### config.mk
export PLATFORM = sky130hd
export DESIGN_NAME = fpu_divider_dp
export DESIGN_NICKNAME = d
export VERILOG_FILES = /design/src/rtl/fpu_divider_dp.sv
export SDC_FILE = /design/constraint.sdc
export NUM_CORES = 1
export LEC_CHECK = 0
export ABC_AREA = 1
export CAP_MARGIN = 20
export CORE_AREA = 2 2 178 180
export CTS_CLUSTER_DIAMETER = 150
export DETAILED_ROUTE_END_ITERATION = 10
export DIE_AREA = 0 0 180 182
export PLACE_DENSITY = 0.92
export SLEW_MARGIN = 20
export SYNTH_ARGS = -nofsm -noshare
export SYNTH_HDL_FRONTEND = slang
export SYNTH_SLANG_ARGS = --single-unit
### constraint.sdc
create_clock -name clk -period 2.86 [get_ports clk]
set_input_delay 0.286 -clock clk [delete_from_list [all_inputs] [get_ports clk]]
set_output_delay 0.286 -clock clk [all_outputs]
set_load 0.01 [all_outputs]
### src/rtl/fpu_divider_dp.sv
// Sequential IEEE-754 double-precision divider (A / B), restoring division with one
// quotient bit per clock. Truncates; exponent arithmetic wraps mod 2^11.
module fpu_divider_dp #(
  parameter int unsigned WIDTH = 64
) (
  input  logic             clk,
  input  logic             rst,
  input  logic             start,
  input  logic [WIDTH-1:0] A,
  input  logic [WIDTH-1:0] B,
  output logic [WIDTH-1:0] result,
  output logic             done,
  output logic             busy,
  output logic             div_by_zero
);

  localparam int unsigned EW = 11;
  localparam int unsigned FW = 52;
  localparam int unsigned MW = 53;
  localparam int unsigned RW = 54;
  localparam int unsigned CW = 6;

  typedef enum logic [1:0] {IDLE, DIV, NORM} state_e;

  state_e           state_q, state_d;
  logic [WIDTH-1:0] result_q, result_d;
  logic             done_q, done_d;
  logic             busy_q, busy_d;
  logic             dz_q, dz_d;
  logic             sign_q, sign_d;
  logic [EW-1:0]    ea_q, ea_d;
  logic [EW-1:0]    eb_q, eb_d;
  logic [MW-1:0]    mb_q, mb_d;
  logic [RW-1:0]    r_q, r_d;
  logic [RW-1:0]    q_q, q_d;
  logic [CW-1:0]    cnt_q, cnt_d;

  logic             in_sign;
  logic [EW-1:0]    in_ea, in_eb;
  logic [EW-1:0]    res_exp;
  logic [FW-1:0]    res_frac;

  assign in_sign = A[WIDTH-1] ^ B[WIDTH-1];
  assign in_ea   = A[FW +: EW];
  assign in_eb   = B[FW +: EW];

  // Next-state and datapath update
  always_comb begin
    state_d  = state_q;
    result_d = result_q;
    done_d   = 1'b0;
    busy_d   = busy_q;
    dz_d     = dz_q;
    sign_d   = sign_q;
    ea_d     = ea_q;
    eb_d     = eb_q;
    mb_d     = mb_q;
    r_d      = r_q;
    q_d      = q_q;
    cnt_d    = cnt_q;
    res_exp  = '0;
    res_frac = '0;

    case (state_q)
      IDLE: begin
        if (start) begin
          if (in_eb == '0) begin
            result_d = {in_sign, {EW{1'b1}}, {FW{1'b0}}};
            dz_d     = 1'b1;
            done_d   = 1'b1;
          end else if (in_ea == '0) begin
            result_d = {in_sign, {(WIDTH-1){1'b0}}};
            dz_d     = 1'b0;
            done_d   = 1'b1;
          end else begin
            sign_d  = in_sign;
            ea_d    = in_ea;
            eb_d    = in_eb;
            mb_d    = {1'b1, B[FW-1:0]};
            r_d     = {2'b01, A[FW-1:0]};
            q_d     = '0;
            cnt_d   = CW'(RW - 1);
            busy_d  = 1'b1;
            state_d = DIV;
          end
        end
      end
      DIV: begin
        // Remainder stays below 2*Mb, so it always fits in 54 bits
        if (r_q >= {1'b0, mb_q}) begin
          q_d[cnt_q] = 1'b1;
          r_d        = (r_q - {1'b0, mb_q}) << 1;
        end else begin
          q_d[cnt_q] = 1'b0;
          r_d        = r_q << 1;
        end
        if (cnt_q == '0) state_d = NORM;
        else             cnt_d   = cnt_q - CW'(1);
      end
      NORM: begin
        if (q_q[RW-1]) begin
          res_frac = q_q[FW:1];
          res_exp  = ea_q - eb_q + EW'(1023);
        end else begin
          res_frac = q_q[FW-1:0];
          res_exp  = ea_q - eb_q + EW'(1022);
        end
        result_d = {sign_q, res_exp, res_frac};
        dz_d     = 1'b0;
        done_d   = 1'b1;
        busy_d   = 1'b0;
        state_d  = IDLE;
      end
      default: state_d = IDLE;
    endcase
  end

  always_ff @(posedge clk) begin
    if (rst) begin
      state_q  <= IDLE;
      result_q <= '0;
      done_q   <= 1'b0;
      busy_q   <= 1'b0;
      dz_q     <= 1'b0;
      sign_q   <= 1'b0;
      ea_q     <= '0;
      eb_q     <= '0;
      mb_q     <= '0;
      r_q      <= '0;
      q_q      <= '0;
      cnt_q    <= '0;
    end else begin
      state_q  <= state_d;
      result_q <= result_d;
      done_q   <= done_d;
      busy_q   <= busy_d;
      dz_q     <= dz_d;
      sign_q   <= sign_d;
      ea_q     <= ea_d;
      eb_q     <= eb_d;
      mb_q     <= mb_d;
      r_q      <= r_d;
      q_q      <= q_d;
      cnt_q    <= cnt_d;
    end
  end

  assign result      = result_q;
  assign done        = done_q;
  assign busy        = busy_q;
  assign div_by_zero = dz_q;

endmodule
==> impl_metrics.csv <==
group,metric,value,unit
run_status,status,"finished clean",
synth,seq_area_frac_synth,29.5,%
synth,yosysTopAreaCell,"dfxtp_1",
synth,ys_ff_latch,259,
synth,syn_nets,3201,
clock_tree,clock_sinks,259,
placed_design,io_buffers,197,
timing,max_freq,373,MHz
worst_setup_path,critPathArrivalTime,3.18,ns
floorplanning,die-height,182,um
floorplanning,core_area,0.0310,mm2
worst_setup_path,r2r_start,"mb_q[34]",
route,wl_per_cell,17.1,um
global_routing,grt_pass1_vias,18600,
timing,fin_ws,0.181,ns
synth,synth_top_family_by_area,"simple AND/OR/NAND/NOR gates",
timing,setup_viol,0,
pwr,power.leakage,9.46,nW
clock_tree,cts_tree,"yes",
timing,final-hold-violation-count,0,
timing,skew,0.0149,ns
timing,drv_slew,0,
worst_setup_path,endpoint,"r_q[36]",
synth,ys_types,40,
clock_tree,cts_setup_buffers,0,
clock_tree,clockBufferDepth,3,
layout,antenna_cells,0,
route,vias,19900,
clock_tree,clk_latency,0.58,ns
layout,drive_gt1_share,4.38,%
timing,layout_min_cycle_time,2.68,ns
layout,finalNonFillerCells,3573,
synth,synthSimpleGateAreaFrac,35.0,%
worst_setup_path,cp-start-kind,"flop",
floorplanning,initial_core_util,56.7,%
layout,fin_nets,3349,
worst_setup_path,rr_worst_depth,14,
global_routing,grt_usage,36.4,%
clock_tree,ctsHoldBuffers,0,
floorplanning,dieArea,0.0328,mm2
route,drc,0,
route,drt_first_iter_violations,2203,
synth,netlist_area,0.0176,mm2
timing,finalSetupTns,0,ns
synth,syn_area_per_cell,5.85,um2
route,dr.pass1.iters,9,
placed_design,dp.cells,3521,
synth,synthXorXnorAreaFrac,1.50,%
pwr,p_per_area,716,mW/mm2
floorplanning,die_w,180,um
floorplanning,rows,65,
timing,rsz0062_at_grt,"yes",
clock_tree,cts_buffers,28,
layout,syn2layout_area_growth,20.1,%
flow_run,cap_violations,0,
route,ant_nets,0,
timing,worst_pin_slew,0.743,ns
global_routing,grt_max_degree,144,
pwr,ir_drop,0.000499,V
worst_setup_path,critPathKind,"reg2reg",
synth,synth_warnings,0,
layout,finalCoreUtilization,68.1,%
worst_setup_path,r2r-end,"r_q[36]",
synth,synth.area.top_cells,"dfxtp_1 (30%), nand2_1 (17%), inv_1 (10%)",
global_routing,overflow,0,
worst_setup_path,path_max_fanout,4,
synth,synth_top_area_share,29.5,%
synth,synthAdderAreaFrac,5.00,%
timing,post-route-period-util,93.7,%
clock_tree,cts.htree.levels,1,
global_routing,antenna_found_initial,0,
synth,synthMuxAreaShare,0,%
timing,max-slew-margin-rel,50.4,%
placed_design,place_worst_setup_slack,0.0872,ns
worst_setup_path,rrSetupSlack,0.18,ns
global_routing,grt_pass1_wl,97200,um
worst_setup_path,critPathCaptureType,"flop",
worst_hold_path,hold_path_class,"in2reg",
clock_tree,cts_root_buf,"clkbuf_16",
clock_tree,clk_pin_slew,0.06,ns
placed_design,dp_hpwl,45400,um
clock_tree,cts-resized-gates,0,
worst_setup_path,worst-endpoint-required,3.36,ns
placed_design,place.gp.congestion,0.997,
synth,synth_cells,3001,
synth,synth_compound_area_share,15.4,%
floorplanning,ios,198,
route,routed_via_density,5.57,
worst_setup_path,startpoint,"mb_q[34]",
route,finalWirelength,61200,um
-- critical path, stage by stage, from the launching register on --
cell and delay (ns):
dfxtp_1 0.31, inv_1 0.06, ha_1 0.40, buf_4 0.17
nand2_1 0.09, nor2_2 0.20, nand2_1 0.14, nor3_1 0.27
buf_4 0.20, nand3b_1 0.18, nand3_1 0.14, nand2_1 0.06
nand3_1 0.14, nand3_1 0.10, a21oi_1 0.13
-- area by class of cell --
type	instances	area, um2
inverters	492	1850
clock buffers	41	810
clock inverters	11	208
well taps	402	503
flip-flops and latches	259	5190
fillers	2699	9880
repair buffers	244	2490
multi-input cells	2124	10000
-- Yosys cell counts, drive strengths merged --
| library cell | instances |
|---|---|
| fa | 2 |
| ha | 67 |
| xor2 | 9 |
| clkinv | 3 |
| nand4 | 81 |
| nand3 | 165 |
| xnor2 | 21 |
| clkbuf | 103 |
| inv | 489 |
| o21bai | 7 |
| o21a | 1 |
| a211oi | 1 |
| o211ai | 1 |
| a31oi | 11 |
| nor3 | 26 |
| nor2 | 399 |
| or2 | 5 |
| nand3b | 3 |
| buf | 23 |
| o21ai | 178 |
| nand2 | 810 |
| nor4 | 4 |
| a21oi | 329 |
| dfxtp | 259 |
| o22ai | 1 |
| a21boi | 1 |
| and2 | 2 |
-- metal layers --
metal / global-route usage (%) / vias up / share of wire (%)
met5: 0 / - / 0
met4: 9.89 / 0 / 2.6
met2: 59.2 / 987 / 45
li1: - / 9745 / -
met3: 5.76 / 124 / 9.3
met1: 50.0 / 9052 / 44
-- power breakdown --
| part | internal, mW | switching, mW |
|---|---|---|
| combinational | 2.27 | 4.72 |
| clock | 2.42 | 1.61 |
| sequential | 3.89 | 0.195 |
-- per-stage QoR --
step | power, mW | instance area (um2) | hold slack [ns]
final | 15.1 | 21100 | 0.243
after global routing | 16.0 | 21100 | 0.321
after CTS | 14.9 | 21100 | 0.292
after detailed placement | 10.9 | 20000 | 0.449
after global placement | 10.8 | 20000 | 0.433
after floorplan | 8.79 | 17600 | 0.424
-- registers in the layout (all words and copies together) (netlist names) --
name / cells
state_q: 2
result: 64
ea_q: 11
div_by_zero: 1
eb_q: 11
done: 1
busy: 1
cnt_q: 6
mb_q: 53
q_q: 54
r_q: 54
sign_q: 1
-- cell families (layout without fill, tap and decap cells) --
| kind of cell | after synthesis | count (layout) |
|---|---|---|
| AND/OR/NAND/NOR | 1495 | 1495 |
| buffers and inverters | 618 | 788 |
| AO/OA/AOI/OAI | 530 | 530 |
| flip-flops | 259 | 259 |
| adder cells (fa/ha/maj) | 69 | 69 |
| XOR/XNOR | 30 | 30 |
-- worst min-delay path by stage --
stage                        from       end  cells past startpoint  slack [ns]
after global placement     sign_q    sign_q                      2        0.43
after global routing          rst  cnt_q[3]                      5        0.32
after floorplan            sign_q    sign_q                      2        0.42
after CTS                     rst  cnt_q[3]                      5        0.29
final                         rst  cnt_q[3]                      5        0.24
after detailed placement  ea_q[8]   ea_q[8]                      2        0.45
-- cell usage in the layout (no fill, tap or decap), types with 4 or more instances in the layout --
| master | netlist | routed |
|---|---|---|
| o21bai_1 | 7 | 7 |
| clkinv_2 | 0 | 4 |
| dfxtp_1 | 259 | 258 |
| inv_1 | 474 | 472 |
| nor4_1 | 4 | 4 |
| or2_2 | 4 | 4 |
| clkdlybuf4s50_1 | 0 | 196 |
| xnor2_1 | 21 | 21 |
| a21oi_1 | 328 | 328 |
| nand2_1 | 808 | 807 |
| clkbuf_8 | 0 | 6 |
| ha_1 | 67 | 67 |
| buf_12 | 0 | 13 |
| nand3_1 | 163 | 162 |
| nand4_1 | 81 | 81 |
| xor2_1 | 9 | 8 |
| nor3_1 | 24 | 24 |
| buf_4 | 1 | 33 |
| bufinv_16 | 0 | 5 |
| clkbuf_1 | 103 | 7 |
| inv_2 | 14 | 16 |
| nor2_1 | 389 | 386 |
| o21ai_0 | 178 | 178 |
| clkbuf_16 | 0 | 28 |
| a31oi_1 | 11 | 11 |
| nor2_2 | 9 | 11 |
Power figures use the tool's default switching activity.
